--- src/rtl/posit_pkg.sv ---
// Shared helpers for the pipelined posit multiplier: width arithmetic and the
// special bit patterns, all as functions of the posit width.
package posit_pkg;

    function automatic int clog2(input int v);
        int r;
        r = 0;
        for (int i = 0; i < 32; i++) begin
            if ((1 << i) < v) r = i + 1;
        end
        return r;
    endfunction

    // Regime-count width, fraction width and signed scale width for (n, es).
    function automatic int bs_w(input int n);
        return clog2(n);
    endfunction

    function automatic int fw_w(input int n, input int es);
        return n - es - 2;
    endfunction

    function automatic int scw_w(input int n, input int es);
        return clog2(n) + es + 2;
    endfunction

    function automatic logic [31:0] nar_pat(input int n);
        return 32'(1) << (n - 1);
    endfunction

    function automatic logic [31:0] zero_pat(input int n);
        return (n > 0) ? 32'd0 : 32'd0;
    endfunction

    function automatic logic [31:0] maxpos_pat(input int n);
        return (32'(1) << (n - 1)) - 32'd1;
    endfunction

    function automatic logic [31:0] minpos_pat(input int n);
        return (n > 0) ? 32'd1 : 32'd0;
    endfunction

endpackage

--- src/rtl/posit_mult_pipe_if.sv ---
// Operand-issue and result handshake bundle of the posit multiplier.
interface posit_mult_pipe_if #(
    parameter int N     = 16,
    parameter int TAG_W = 4
);
    logic             in_valid;
    logic             in_ready;
    logic [N-1:0]     in_a;
    logic [N-1:0]     in_b;
    logic [TAG_W-1:0] in_tag;
    logic             out_valid;
    logic             out_ready;
    logic [N-1:0]     out_p;
    logic             out_nar;
    logic             out_zero;
    logic [TAG_W-1:0] out_tag;

    modport master (
        output in_valid, in_a, in_b, in_tag, out_ready,
        input  in_ready, out_valid, out_p, out_nar, out_zero, out_tag
    );

    modport slave (
        input  in_valid, in_a, in_b, in_tag, out_ready,
        output in_ready, out_valid, out_p, out_nar, out_zero, out_tag
    );
endinterface

--- src/rtl/posit_decode.sv ---
// Combinational posit field decoder: specials, sign, regime k, exponent and
// fraction (hidden bit not included) of the operand magnitude.
module posit_decode
    import posit_pkg::*;
#(
    parameter int N  = 16,
    parameter int ES = 1,
    localparam int BS = bs_w(N),
    localparam int FW = fw_w(N, ES),
    localparam int EW = (ES > 0) ? ES : 1
) (
    input  logic [N-1:0]       i_p,
    output logic               o_nar,
    output logic               o_zero,
    output logic               o_sign,
    output logic signed [BS:0] o_k,
    output logic [EW-1:0]      o_exp,
    output logic [FW-1:0]      o_frac
);
    localparam logic [N-1:0] P_NAR = N'(nar_pat(N));

    logic [N-2:0]       w_mag;
    logic [BS-1:0]      w_run;
    logic               w_done;
    logic signed [BS:0] w_runs;
    logic [N-3:0]       w_rem;

    assign o_nar  = (i_p == P_NAR);
    assign o_zero = (i_p == '0);
    assign o_sign = i_p[N-1];

    always_comb begin
        w_mag  = i_p[N-1] ? (~i_p[N-2:0] + (N-1)'(1)) : i_p[N-2:0];
        w_run  = '0;
        w_done = 1'b0;
        // Regime: run of bits equal to the first one after the sign.
        for (int i = N - 2; i >= 0; i--) begin
            if (!w_done && (w_mag[i] == w_mag[N-2])) w_run = w_run + BS'(1);
            else                                     w_done = 1'b1;
        end
        w_runs = $signed({1'b0, w_run});
        o_k    = w_mag[N-2] ? (w_runs - (BS+1)'(1)) : -w_runs;
        // Drop the run and its terminator; exponent and fraction follow.
        w_rem  = w_mag[N-3:0] << w_run;
    end

    if (ES > 0) begin : g_exp
        assign o_exp = w_rem[N-3 -: EW];
    end else begin : g_noexp
        assign o_exp = '0;
    end

    assign o_frac = w_rem[FW-1:0];

endmodule

--- src/rtl/posit_mult_pipe.sv ---
// Three-stage posit multiplier (decode, multiply, normalise/round/pack) with
// valid/ready on both sides and a tag that travels with each operation.
module posit_mult_pipe
    import posit_pkg::*;
#(
    parameter int N     = 16,
    parameter int ES    = 1,
    parameter int TAG_W = 4
) (
    input logic              clk,
    input logic              rst_n,
    posit_mult_pipe_if.slave io
);
    localparam int BS  = bs_w(N);
    localparam int FW  = fw_w(N, ES);
    localparam int SCW = scw_w(N, ES);
    localparam int EW  = (ES > 0) ? ES : 1;
    localparam int HW  = FW + 1;
    localparam int PW  = 2 * HW;
    localparam int FW2 = PW - 1;
    localparam int BW  = ES + FW2;
    localparam int TW  = BW + 2 + N;

    localparam logic [N-1:0] P_NAR    = N'(nar_pat(N));
    localparam logic [N-1:0] P_ZERO   = N'(zero_pat(N));
    localparam logic [N-1:0] P_MAXPOS = N'(maxpos_pat(N));
    localparam logic [N-1:0] P_MINPOS = N'(minpos_pat(N));
    localparam logic signed [SCW-1:0] KMAX = SCW'(N - 2);
    localparam logic signed [SCW-1:0] KMIN = SCW'(2 - N);

    // Handshake: a stage loads when empty or when its contents move on.
    logic r_rdy_en, r_vld_p1, r_vld_p2, r_vld_p3;
    logic w_adv1, w_adv2, w_adv3, w_load;

    assign w_adv3      = r_vld_p3 & io.out_ready;
    assign w_adv2      = r_vld_p2 & (~r_vld_p3 | w_adv3);
    assign w_adv1      = r_vld_p1 & (~r_vld_p2 | w_adv2);
    assign io.in_ready = r_rdy_en & (~r_vld_p1 | w_adv1);
    assign w_load      = io.in_valid & io.in_ready;

    always_ff @(posedge clk or negedge rst_n) begin
        if (!rst_n) begin
            r_rdy_en <= 1'b0;
            r_vld_p1 <= 1'b0;
            r_vld_p2 <= 1'b0;
            r_vld_p3 <= 1'b0;
        end else begin
            r_rdy_en <= 1'b1;
            if (w_load)      r_vld_p1 <= 1'b1;
            else if (w_adv1) r_vld_p1 <= 1'b0;
            if (w_adv1)      r_vld_p2 <= 1'b1;
            else if (w_adv2) r_vld_p2 <= 1'b0;
            if (w_adv2)      r_vld_p3 <= 1'b1;
            else if (w_adv3) r_vld_p3 <= 1'b0;
        end
    end

    // ---- Stage 1: decode both operands
    logic               w_na, w_nb, w_za, w_zb, w_sa, w_sb;
    logic signed [BS:0] w_ka, w_kb;
    logic [EW-1:0]      w_ea, w_eb;
    logic [FW-1:0]      w_fa, w_fb;

    posit_decode #(.N(N), .ES(ES)) u_dec_a (
        .i_p(io.in_a), .o_nar(w_na), .o_zero(w_za), .o_sign(w_sa),
        .o_k(w_ka), .o_exp(w_ea), .o_frac(w_fa)
    );
    posit_decode #(.N(N), .ES(ES)) u_dec_b (
        .i_p(io.in_b), .o_nar(w_nb), .o_zero(w_zb), .o_sign(w_sb),
        .o_k(w_kb), .o_exp(w_eb), .o_frac(w_fb)
    );

    logic               r_nar_p1, r_zero_p1, r_sa_p1, r_sb_p1;
    logic signed [BS:0] r_ka_p1, r_kb_p1;
    logic [EW-1:0]      r_ea_p1, r_eb_p1;
    logic [FW-1:0]      r_fa_p1, r_fb_p1;
    logic [TAG_W-1:0]   r_tag_p1;

    always_ff @(posedge clk) begin
        if (w_load) begin
            r_nar_p1  <= w_na | w_nb;
            r_zero_p1 <= w_za | w_zb;
            r_sa_p1   <= w_sa;
            r_sb_p1   <= w_sb;
            r_ka_p1   <= w_ka;
            r_kb_p1   <= w_kb;
            r_ea_p1   <= w_ea;
            r_eb_p1   <= w_eb;
            r_fa_p1   <= w_fa;
            r_fb_p1   <= w_fb;
            r_tag_p1  <= io.in_tag;
        end
    end

    // ---- Stage 2: fraction product and combined scale
    logic [PW-1:0]         w_prod;
    logic signed [SCW-1:0] w_ksum, w_scale;

    assign w_prod  = PW'({1'b1, r_fa_p1}) * PW'({1'b1, r_fb_p1});
    assign w_ksum  = SCW'(r_ka_p1) + SCW'(r_kb_p1);
    assign w_scale = (w_ksum <<< ES) + SCW'(r_ea_p1) + SCW'(r_eb_p1);

    logic                  r_sign_p2, r_nar_p2, r_zero_p2;
    logic [PW-1:0]         r_prod_p2;
    logic signed [SCW-1:0] r_scale_p2;
    logic [TAG_W-1:0]      r_tag_p2;

    always_ff @(posedge clk) begin
        if (w_adv1) begin
            r_sign_p2  <= r_sa_p1 ^ r_sb_p1;
            r_nar_p2   <= r_nar_p1;
            r_zero_p2  <= ~r_nar_p1 & r_zero_p1;
            r_prod_p2  <= w_prod;
            r_scale_p2 <= w_scale;
            r_tag_p2   <= r_tag_p1;
        end
    end

    // ---- Stage 3: normalise, regime/exponent split, round, saturate, pack
    logic                  w_ovf, w_sat_hi, w_sat_lo, w_g, w_r, w_s, w_ulp;
    logic [FW2-1:0]        w_nfrac;
    logic signed [SCW-1:0] w_nscale, w_k3;
    logic [EW-1:0]         w_e3;
    logic [SCW-1:0]        w_sh;
    logic [BW-1:0]         w_body;
    logic signed [TW-1:0]  w_word, w_shifted;
    logic [N-2:0]          w_mag3, w_rnd, w_abs;
    logic [N-1:0]          w_res, w_p3;

    assign w_ovf    = r_prod_p2[PW-1];
    assign w_nfrac  = w_ovf ? r_prod_p2[PW-2:0] : {r_prod_p2[PW-3:0], 1'b0};
    assign w_nscale = r_scale_p2 + SCW'(w_ovf);
    assign w_k3     = w_nscale >>> ES;
    assign w_e3     = w_nscale[EW-1:0];
    assign w_sat_hi = (w_k3 >= KMAX);
    assign w_sat_lo = (w_k3 < KMIN);
    // Regime length minus two: k for positive k, -k-1 for negative k.
    assign w_sh     = w_k3[SCW-1] ? ~w_k3 : w_k3;

    if (ES > 0) begin : g_body_exp
        assign w_body = {w_e3, w_nfrac};
    end else begin : g_body_noexp
        assign w_body = w_nfrac;
    end

    assign w_word    = $signed({(w_k3[SCW-1] ? 2'b01 : 2'b10), w_body, {N{1'b0}}});
    assign w_shifted = w_word >>> w_sh;
    assign w_mag3    = w_shifted[TW-1 -: N-1];
    assign w_g       = w_shifted[TW-N];
    assign w_r       = w_shifted[TW-N-1];
    assign w_s       = |w_shifted[TW-N-2:0];
    assign w_ulp     = (w_g & (w_r | w_s)) | (w_mag3[0] & w_g & ~(w_r | w_s));
    assign w_rnd     = w_mag3 + (N-1)'(w_ulp);
    assign w_abs     = w_sat_hi ? P_MAXPOS[N-2:0] :
                       w_sat_lo ? P_MINPOS[N-2:0] : w_rnd;
    assign w_res     = r_sign_p2 ? -{1'b0, w_abs} : {1'b0, w_abs};
    assign w_p3      = r_nar_p2 ? P_NAR : (r_zero_p2 ? P_ZERO : w_res);

    logic [N-1:0]     r_p_p3;
    logic             r_nar_p3, r_zero_p3;
    logic [TAG_W-1:0] r_tag_p3;

    always_ff @(posedge clk) begin
        if (w_adv2) begin
            r_p_p3    <= w_p3;
            r_nar_p3  <= r_nar_p2;
            r_zero_p3 <= r_zero_p2;
            r_tag_p3  <= r_tag_p2;
        end
    end

    // Data registers are not reset; gating by the valid bit keeps outputs at 0.
    assign io.out_valid = r_vld_p3;
    assign io.out_p     = r_vld_p3 ? r_p_p3 : '0;
    assign io.out_nar   = r_vld_p3 & r_nar_p3;
    assign io.out_zero  = r_vld_p3 & r_zero_p3;
    assign io.out_tag   = r_vld_p3 ? r_tag_p3 : '0;

endmodule

--- src/flat_wrapper.sv ---
// flat-port wrapper written by rule: the top's interface ports become plain ports
module posit_mult_pipe_flat import posit_pkg::*;
#(
    parameter int N     = 16,
    parameter int ES    = 1,
    parameter int TAG_W = 4
)
  (clk, rst_n, io_in_valid, io_in_a, io_in_b, io_in_tag, io_out_ready, io_in_ready, io_out_valid, io_out_p, io_out_nar, io_out_zero, io_out_tag);
  posit_mult_pipe_if #(.N(N), .TAG_W(TAG_W)) io_i ();
  input logic clk;
  input logic rst_n;
  input wire logic [$bits(io_i.in_valid)-1:0] io_in_valid;
  input wire logic [$bits(io_i.in_a)-1:0] io_in_a;
  input wire logic [$bits(io_i.in_b)-1:0] io_in_b;
  input wire logic [$bits(io_i.in_tag)-1:0] io_in_tag;
  input wire logic [$bits(io_i.out_ready)-1:0] io_out_ready;
  output wire logic [$bits(io_i.in_ready)-1:0] io_in_ready;
  output wire logic [$bits(io_i.out_valid)-1:0] io_out_valid;
  output wire logic [$bits(io_i.out_p)-1:0] io_out_p;
  output wire logic [$bits(io_i.out_nar)-1:0] io_out_nar;
  output wire logic [$bits(io_i.out_zero)-1:0] io_out_zero;
  output wire logic [$bits(io_i.out_tag)-1:0] io_out_tag;
  assign io_i.in_valid = io_in_valid;
  assign io_i.in_a = io_in_a;
  assign io_i.in_b = io_in_b;
  assign io_i.in_tag = io_in_tag;
  assign io_i.out_ready = io_out_ready;
  assign io_in_ready = io_i.in_ready;
  assign io_out_valid = io_i.out_valid;
  assign io_out_p = io_i.out_p;
  assign io_out_nar = io_i.out_nar;
  assign io_out_zero = io_i.out_zero;
  assign io_out_tag = io_i.out_tag;
  posit_mult_pipe #(.N(N), .ES(ES), .TAG_W(TAG_W)) u_core (.clk(clk), .rst_n(rst_n), .io(io_i));
endmodule
--- config.mk ---
export PLATFORM = sky130hd
export DESIGN_NAME = posit_mult_pipe_flat
export DESIGN_NICKNAME = d
export VERILOG_FILES = /design/src/rtl/posit_pkg.sv /design/src/rtl/posit_mult_pipe_if.sv /design/src/rtl/posit_decode.sv /design/src/rtl/posit_mult_pipe.sv /design/src/flat_wrapper.sv
export SDC_FILE = /design/constraint.sdc
export NUM_CORES = 1
export LEC_CHECK = 0
export BUFFER_PORTS_ARGS = -buffer_cell sky130_fd_sc_hd__buf_4
export CORE_MARGIN = 3
export CORE_UTILIZATION = 70
export DETAILED_ROUTE_END_ITERATION = 12
export PLACE_DENSITY = 0.84
export SYNTH_ARGS = -nofsm -noshare
export SYNTH_HDL_FRONTEND = slang
export SYNTH_SLANG_ARGS = --single-unit
--- constraint.sdc ---
create_clock -name clk -period 14.4 [get_ports clk]
set_clock_uncertainty 0.05 [all_clocks]
set_input_delay 1.44 -clock clk [delete_from_list [all_inputs] [get_ports clk]]
set_output_delay 1.44 -clock clk [all_outputs]
set_load 0.03 [all_outputs]
Word level (Yosys, flattened, before mapping):

Cells that the tools add are included.

* register bits: 198
* output and inout bits: 24

* $add $sub $neg: 38
* $mul: 1
* order comparisons: 2
* equal/unequal tests: 30
* shift operators: 3
* mux-type cells: 73
* bitwise logic cells: 27
* reductions and logical operators: 57

Operators by type and width (number)
* two-way mux 32 bit: 26
* adder 32 x 1 -> 32 bit (second input constant): 24
* adder 35 x 1 -> 35 bit: 3
* two-way mux 33 bit: 2
* negator 32 -> 33 bit: 2
* subtractor 32 x 1 -> 33 bit (second input constant): 2
* << shifter 14 x 32 -> 14 bit: 2
* two-way mux 15 bit: 4
* two-way mux 16 bit: 3
* >>> shifter 46 x 35 -> 46 bit: 1
* two-way mux 35 bit: 1
* inverter 34 -> 35 bit: 1
* adder 33 x 33 -> 34 bit: 1
* >= comparator 34 x 5 -> 1 bit (second input constant): 1
* less-than comparator 34 x 5 -> 1 bit (second input constant): 1
* equality test 16 bit (second input constant): 2
* logical NOT 16 bit: 2
* two-way mux 1 bit: 32
* adder 15 x 1 -> 15 bit (second input constant): 2
* inverter 15 bit: 2
* OR reduction 29 bit: 1
* equality test 1 bit: 28
* multiplier 14 x 14 -> 28 bit: 1
* two-way mux 27 bit: 1
* 13 further kinds: 86

Logic depth before layout (Yosys ltp):

Gate-level depths: netlist of the first run.

* depth after elaboration: 44
* mapped depth: 51
* gate-level depth less buffers: 49

Hierarchy:

Synthesis of the first run repeated with hierarchy kept, for this count alone.

* cell total of the unflattened synthesis: 3271
* area, all modules: 28443.5 µm²

Modules (own cells, without submodules)
* posit_mult_pipe: times used 1, cells each 2168, area each 20547.2 µm², seq. area each 5925.7 µm²
* posit_decode (u_core.u_dec_b): times used 1, cells each 567, area each 4025.1 µm², seq. area each 0.0 µm²
* posit_decode (u_core.u_dec_a): times used 1, cells each 536, area each 3871.2 µm², seq. area each 0.0 µm²

Worst setup path before layout of the first run:

No wires, ideal clock.

* path type: input to register
* start: input port io_in_b[0]
* end: register u_core.r_kb_p1[6] (data pin)
* data arrival time: 11.019 ns
* data required time: 14.077 ns
* path slack: 3.058 ns
* stages: 46
* cell sequence: inv_1 ha_1 nor3b_1 nand2_1 o41ai_1 xor2_1 clkbuf_1 buf_1 o211ai_1 o211ai_1 ha_1 a21oi_1 nor2_1 ha_1 nor3b_1 a211oi_1 ha_1 mux2_2 [... 10 more ...] nor2_1 a21oi_1 ha_1 mux2i_1 mux2i_1 ha_1 mux2_2 ha_1 mux2i_1 nand2_1 o21ai_1 clkbuf_1 ha_1 nand2_1 nor3b_1 buf_2 a21oi_1 xnor2_1

* longest elaborated chain between the ends: 44
* elaborated cells between the ends (all ways): 85

Ends and longest elaborated chain
* from (decl): line flat_wrapper.sv:14 `input wire logic [$bits(io_i.in_b)-1:0] io_in_b;`
* inverter 15 bit: line posit_decode.sv:33 `w_mag = i_p[N-1] ? (~i_p[N-2:0] + (N-1)'(1)) : i_p[N-2:0];`
* adder 15 x 1 -> 15 bit: line posit_decode.sv:33
* two-way mux 15 bit *: line posit_decode.sv:33
* parallel branches: the longest is 40 deep, another holds adder 32 x 1 -> 32 bit
* two-way mux 33 bit *: line posit_decode.sv:42 `o_k = w_mag[N-2] ? (w_runs - (BS+1)'(1)) : -w_runs;`
* named net u_core.u_dec_b.o_k[6]: line posit_decode.sv:16 `output logic signed [BS:0] o_k,`
* to (signal assigned): line posit_mult_pipe.sv:86 `r_kb_p1 <= w_kb;`
* to (decl): line posit_mult_pipe.sv:74 `logic signed [BS:0] r_ka_p1, r_kb_p1;`

Mark *: on every way through the listed nets, which the timed path passes.
A chain may end at the register's enable or synchronous reset.

Worst setup path after layout of the first run:

* start: input port io_in_a[0]
* end: register u_core.r_ka_p1[13] (data pin)

* longest elaborated chain between the ends: 44
* elaborated cells between the ends (all ways): 85

Ends and longest elaborated chain
* from (decl): line flat_wrapper.sv:13 `input wire logic [$bits(io_i.in_a)-1:0] io_in_a;`
* inverter 15 bit: line posit_decode.sv:33
* adder 15 x 1 -> 15 bit: line posit_decode.sv:33
* two-way mux 15 bit *: line posit_decode.sv:33
* parallel branches: the longest is 40 deep, another holds adder 32 x 1 -> 32 bit
* two-way mux 33 bit *: line posit_decode.sv:42
* named net u_core.u_dec_a.o_k[13]: line posit_decode.sv:16
* to (signal assigned): line posit_mult_pipe.sv:85 `r_ka_p1 <= w_ka;`
* to (decl): line posit_mult_pipe.sv:74

Marks and branches as above.

==> results summary, run 1 <==
The first routing iteration left 2123 violations. The post-cts resize count came out at 0. The die width is 193.5 um.

The min-delay analysis places its worst path in the category register to register. The total wire length is 66990 um. The number of enable flip-flop cells after synthesis came out at 182. After synthesis, the cell types taking the most area are edfxtp_1 22%, fa_1 12%, ha_1 7.9%, xnor2_1 7.0%, nand2_1 4.6%.

The per-cell via count in the routed design came out at 6.672. The total overflow left after global routing is 0. By instance count, the cell type seen most on the critical path is ha_1.

The worst vdd rail ir drop came out at 0.6320 mV. The TritonCTS sink count came out at 186. The number of instances in the placed design came out at 3280. The max-slew violation total from the final report is 0.

The floorplan core area is 34630 sq um. The average wire per standard cell is 20.23 um. The run finished with clean final reports. The most common cell in the synthesized netlist is nand2_1. The total die area came out at 37450 sq um. The first TritonRoute pass finished after 6 iterations. The stage delay of the slowest cell on the critical path came out at 1.07 ns. The initial core utilization is 0.7108. For hold timing, the worst endpoint is u_core.r_tag_p2[3]. The final setup violation count came out at 0. For this run, design rule violations remaining after detail routing come to 0.

Dividing total power by cell area gives a power density of 259.3 nW/um^2. The number of buffers added by the clock tree synthesis step is 17. The hold violation total from the final report came out at 0. Of the cells placed in the final design, the portion with a size suffix greater than 1 is 0.07490.

The peak clock frequency supported by timing is 78.78 MHz. The leakage power summed over all cells is 10.44 nW. For this run, the number of Yosys warnings is 0.

The tree is rooted in a clkbuf_16. The H-tree level count is 4. The depth of the most critical reg-to-reg path came out at 23. Sorting the synthesized cells by how often they occur yields 302 x nand2_1, 212 x inv_1, 197 x xnor2_1, 192 x nor2_1, 182 x edfxtp_1.

The aggregate negative setup slack came out at 0 ns. The worst pin sits at a relative slew slack of 0.1661. The final critical-path required period is 12.69 ns. The number of max-cap violations came out at 0. The maximum fanout along the worst path came out at 24. The hold path depth came out at 0.

The synthesis-stage register bit count came out at 186. The post-cts hold buffer count is 0. The number of global-route vias before repair is 22075.

After technology mapping, the gate count stands at 2865. The worst setup path is of the input pin to register kind. After clock tree synthesis, the setup repair step added 0 buffers. Once layout is complete, the cells apart from fillers number 3312. At the end of the flow, the number of nets in the layout was 3182.

The placement row count is 68. The total global routing track utilization is 0.3559. TritonCTS built the clock tree. The global-route wire length before repair is 110600 um. The pin count of the biggest net entering global routing came out at 87.

After clock tree synthesis, the clock-pin slew on the worst setup and hold paths is 0.07 ns. The async set-or-reset flop fraction in the synthesized netlist came out at 0.02151. Of the post-synthesis cell area, the dominant cell type holds 0.2221. The count of inserted antenna diode cells came out at 0. The floorplan step set the die height to 193.5 um. The cell area after synthesis came out at 24610 sq um. The kind of cell with the highest combined delay along the critical path is adder cells. Compared with the post-synthesis result, the final layout area differs by 5.582%. STA classifies the critical path startpoint as an input pin. In this run the critical register-to-register path is captured at u_core.r_p_p3[12].

Setup repair after global routing left no endpoint under its margin. Buffers placed on the I/O ports in this run total 63. The pin slew with the least headroom to its limit came out at 1.245 ns. The number of buffers between clock root and the deepest sink is 2. The sum of net half-perimeters after detailed placement came out at 51230 um. The critical path contains buffers and inverters numbering 5 combined. The number of antenna violations at the first check in global routing is 1. The source-to-sink clock delay at the later pin of the worst-skew pair is 0.46 ns. The largest individual stage delay along the critical path comes from the cell xnor2_2. The largest area contributor in the netlist is edfxtp_1. The required time of the critical path came out at 14.51 ns. The arrival time of the worst setup path came out at 12.80 ns. In this run the critical register-to-register path is launched from u_core.r_prod_p2[27]. The top flip-flop cell by instance count after synthesis is edfxtp_1.

The count of unique library cells instantiated by Yosys is 113. STA classifies the critical path endpoint as a register. The part of the Yosys area used for sequential elements came out at 0.2261. The boundary pin count came out at 64. The part of the cycle the worst path needs came out at 0.8814. For flop-to-flop paths, the worst setup slack is 4.95 ns.

Detailed routing inserted a total of 22098 vias. The average size of a mapped cell is 8.591 sq um. The final weighted congestion in routability-driven placement came out at 1.061. In this run the most critical hold path is launched from u_core.r_tag_p1[3]. The number of nets with antenna violations after detailed routing is 0.
worst max path at each step:
stage               startpoint                  to  cells after the start
finish              io_in_a[0]  u_core.r_ka_p1[13]                     49
global route        io_in_a[0]  u_core.r_ka_p1[13]                     49
CTS                 io_in_a[0]  u_core.r_ka_p1[13]                     50
detailed placement  io_in_a[0]  u_core.r_ka_p1[13]                     50
global placement    io_in_a[0]  u_core.r_ka_p1[13]                     47
floorplan           io_in_b[0]   u_core.r_kb_p1[6]                     46
sequential cells by signal, indices dropped and copies added, names as in the netlist, 13 cells and up:
register and cells:
u_core.r_p_p3 16, u_core.r_ka_p1 27, u_core.r_kb_p1 27, u_core.r_fa_p1 13
u_core.r_fb_p1 13, u_core.r_prod_p2 28, u_core.r_scale_p2 35
through the flow:
step / hold WS [ns] / power (mW) / setup slack, ns / instance area [sq um] / utilization
floorplan: 0.3503 / 4.868 / 3.058 / 24630 / -
global placement: 0.3519 / 5.797 / 2.065 / 25450 / 0.7349
detailed placement: 0.3545 / 6.093 / 1.479 / 25450 / 0.7349
CTS: 0.3597 / 6.622 / 1.893 / 25990 / 0.7504
global route: 0.3720 / 7.346 / 0.9056 / 25990 / 0.7504
finish: 0.3582 / 6.737 / 1.707 / 25990 / 0.7504
placed cells by master, fill, tap and decap left out, types with 20 or more instances in the layout:
master,instances
nand2_1,302
inv_1,212
xnor2_1,193
nor2_1,192
edfxtp_1,182
ha_1,156
and2_1,143
fa_1,142
a21oi_1,134
o21ai_0,112
buf_4,94
nor3_1,82
nand3_1,81
mux2i_1,68
xor2_1,60
a31oi_1,36
nand4_1,35
and3_1,34
a211oi_1,31
nor4_1,31
o22ai_1,28
or3_1,26
a21o_1,26
o211ai_1,25
nor2b_1,20
logic make-up after synthesis:
kind of cell	Yosys count	synth area share
muxes	92	0.04011
buffers and inverters	354	0.05607
xor gates and xnor gates	263	0.09532
other	1	0.0001524
and+or+nand+nor	1057	0.2183
AOI/OAI and AO/OA	614	0.1691
DFF	186	0.2261
adders and majority gates	298	0.1948
layout make-up:
class,count,area (sq um)
inverters,216,810.8
clock inverters,13,106.4
well taps,455,569.3
fillers,2453,8642
clock buffers,19,432.9
repair buffers,94,705.7
flip-flops and latches,186,5565
multi-input cells,2329,17800
report_power, final:
part | internal [mW] | total [mW] | switching [mW]
registers | 0.941 | 1.05 | 0.113
logic | 2.22 | 5.24 | 3.02
clock network | 0.226 | 0.446 | 0.220
metal layers:
| metal | track usage | vias up | routed length, um |
|---|---|---|---|
| li1 | - | 10197 | - |
| met3 | 0.04894 | 252 | 5124 |
| met2 | 0.5914 | 1164 | 31920 |
| met1 | 0.4564 | 10485 | 26520 |
| met5 | 0 | - | 0 |
| met4 | 0.1859 | 0 | 3424 |
(Power assumes the default switching activity.)
==> run 2: changes to the inputs <==
--- a/config.mk
+++ b/config.mk
@@ -7,9 +7,9 @@
 export LEC_CHECK = 0
 export BUFFER_PORTS_ARGS = -buffer_cell sky130_fd_sc_hd__buf_4
 export CORE_MARGIN = 3
-export CORE_UTILIZATION = 70
+export CORE_UTILIZATION = 48
 export DETAILED_ROUTE_END_ITERATION = 12
-export PLACE_DENSITY = 0.84
+export PLACE_DENSITY = 0.6
 export SYNTH_ARGS = -nofsm -noshare
 export SYNTH_HDL_FRONTEND = slang
 export SYNTH_SLANG_ARGS = --single-unit
==> constraint.sdc (replaced) <==
create_clock -name clk -period 14.4 [get_ports clk]
set_clock_uncertainty 0.05 [all_clocks]
set_input_delay 1.44 -clock clk [delete_from_list [all_inputs] [get_ports clk]]
set_output_delay 1.44 -clock clk [all_outputs]
set_load 0.01 [all_outputs]
==> results summary, run 2 (same netlist as run 1, synthesis figures left out) <==
The flow ran to the end, and the final reports show no timing, DRC or antenna violations. The type of the worst setup path is input pin to register. The number of instances in the placed design was 3498 (+6.6%).

The part of the cycle the worst path needs came out at 0.9016 (+0.02019). The DRC violation count after routing came out at 0 (unchanged). The die height is 232.4 um (+20%). The post-cts resize count is 0 (unchanged).

The floorplan core area is 50380 sq um (+45%). The total power per unit cell area was 249.8 nW/um^2 (-3.7%). In the final layout, the registers with the most flip-flops are u_core.r_scale_p2 (35), u_core.r_prod_p2 (28). The fraction of layout cells with a size suffix above 1 is 0.07663 (+0.001723). The leakage power summed over all cells is 10.47 nW (+0.27%). The total wire length is 67320 um (+0.50%).

The number of global-route vias before repair was 20308 (-8.0%). The root cell of the clock tree is clkbuf_16. The count of non-filler cells in the finished layout is 3530 (+6.6%). The iteration count of the initial detailed-routing pass is 5 (-1). The violation count after the first detailed-routing iteration came out at 1750 (-18%). The number of nets with antenna violations after detailed routing came out at 0 (unchanged). The per-cell via count in the routed design is 5.985 (-10%). The category of the worst setup path capture point is a register. The most common library cell in the layout ignoring fill and taps is nand2_1. The number of max-cap violations came out at 0 (unchanged). The top register by number of flip-flops is u_core.r_scale_p2.

The aggregate negative setup slack is 0 ns (unchanged). The number of buffers and inverters on the critical path came out at 4 (-1). The maximum fanout along the worst path is 24 (unchanged). The sum of net half-perimeters after detailed placement is 52450 um (+2.4%). The arrival time of the worst setup path is 13.10 ns (+0.30 ns). Among the stages of the critical path, the cell type that occurs most often is ha_1.

TritonCTS built the clock tree. The clock transition at the registers of the reported paths came out at 0.07 ns (about the same). The final weighted congestion in routability-driven placement came to 0.9431 (-11%). STA classifies the critical path startpoint as an input pin. The library cells used most frequently in the layout, excluding fill and tap cells, are 302 x nand2_1, 212 x inv_1, 193 x xnor2_1. The global-route wire length before repair came to 109500 um (-0.97%). The count of buffers added by post-CTS timing repair for setup was 0 (unchanged).

The H-tree level count is 4 (unchanged). The placement row count came out at 82 (+21%). The worst relative slew slack came to 0.1749 (+0.008799).

The initial core utilization came to 0.4886 (-0.2222). The pin count of the biggest net entering global routing is 86 (-1.1%). The total die area came out at 54030 sq um (+44%). The pin slew with the least headroom to its limit is 1.232 ns (-0.01313 ns).

The number of antenna violations at the first check in global routing was 0 (-1). The max-slew violation total from the final report was 0 (unchanged). The min-delay analysis places its worst path in the category register to register.

The total global routing track utilization came out at 0.2508 (-0.1051). The number of buffers between clock root and the deepest sink came out at 2 (unchanged). Among cell families on the critical path, the largest total delay comes from simple AND/OR/NAND/NOR gates.

The total number of nets in the final design is 3183 (+0.031%). The required time of the critical path came out at 14.51 ns (about the same). The minimum setup slack among reg-to-reg paths is 4.22 ns (-0.73 ns).

The average wire per standard cell is 19.07 um (-5.7%). The worst vdd rail ir drop came to 0.3490 mV (-45%). The final critical-path required period came out at 12.98 ns (+0.2907 ns). Setup repair after global routing left no endpoint under its margin. The count of vias placed by the detailed router came out at 21128 (-4.4%).

The count of inserted antenna diode cells is 0 (unchanged). The boundary pin count came out at 64 (unchanged). The die width was 232.4 um (+20%). The TritonCTS sink count is 186 (unchanged).

The count of buffers from port buffering is 63 (unchanged). The overflow left after global routing came out at 0 (unchanged). The slowest stage of the critical path belongs to the cell xnor2_2. The tightest hold margin is 0.3709 ns (+0.01273 ns). The synthesis-to-finish area growth came out at 6.965%. The post-cts hold buffer count is 0 (unchanged).

The source-to-sink clock delay at the later pin of the worst-skew pair is 0.45 ns (about the same). The hold violation total from the final report is 0 (unchanged). The number of buffers added by the clock tree synthesis step is 17 (unchanged). The peak clock frequency supported by timing came out at 77.02 MHz (-2.2%).

The stage delay of the slowest cell on the critical path came out at 1.07 ns (about the same). The number of flip-flops in the largest register came to 35 (unchanged). The final setup violation count is 0 (unchanged).
[run 2: cell types whose count changed in the layout (fill, tap and decap cells not counted), sizes merged]
cell / previous run / this run
bufinv: 0 / 1
inv: 222 / 221
clkinvlp: 1 / 3
clkbuf: 19 / 17
buf: 94 / 95
[run 2: metrics by stage]
stage | utilization | cell area [sq um] | setup slack [ns] | power [mW]
2_1_floorplan | - | 24630 | 3.058 | 4.857
3_3_place_gp | 0.5107 | 25730 | 1.796 | 5.961
3_5_place_dp | 0.5107 | 25730 | 1.193 | 6.069
4_1_cts | 0.5226 | 26330 | 1.663 | 6.601
5_1_grt | 0.5226 | 26330 | 0.5573 | 7.288
6_report | 0.5226 | 26330 | 1.417 | 6.575
[run 2: area by class of cell]
type / count / area [sq um]
timing repair buffer: 95 / 713.2
inverter: 216 / 810.8
multi-input combinational: 2329 / 17800
clock buffer: 17 / 425.4
sequential: 186 / 5565
fill: 4778 / 24050
clock inverter: 15 / 175.2
tap: 672 / 840.8
[run 2: final timing paths]
kind | from | end | depth (start not counted)
hold reg to reg | u_core.r_tag_p1[1] | u_core.r_tag_p2[1] | 0
min in group asynchronous | rst_n | u_core.r_rdy_en | 1
max in group asynchronous | rst_n | u_core.r_vld_p2 | 1
setup reg to reg | u_core.r_prod_p2[27] | u_core.r_p_p3[15] | 27
hold / removal | u_core.r_tag_p1[1] | u_core.r_tag_p2[1] | 0
setup / recovery | io_in_a[4] | u_core.r_ka_p1[6] | 46
[run 2: report_power, final]
part           switching, mW  total [mW]  leakage [nW]  internal, mW
combinational           2.86        5.06          8.43          2.20
clock                  0.223       0.471         0.285         0.248
sequential             0.108        1.05          1.76         0.940
total                   3.19        6.58          10.5          3.38
[run 2: routing by layer]
metal,GRT usage,routed length [um],up-vias
met1,0.3542,31240,10250
met4,0.06758,1538,0
met2,0.4168,31720,617
met3,0.01824,2830,86
met5,0,0,-
li1,-,-,10175
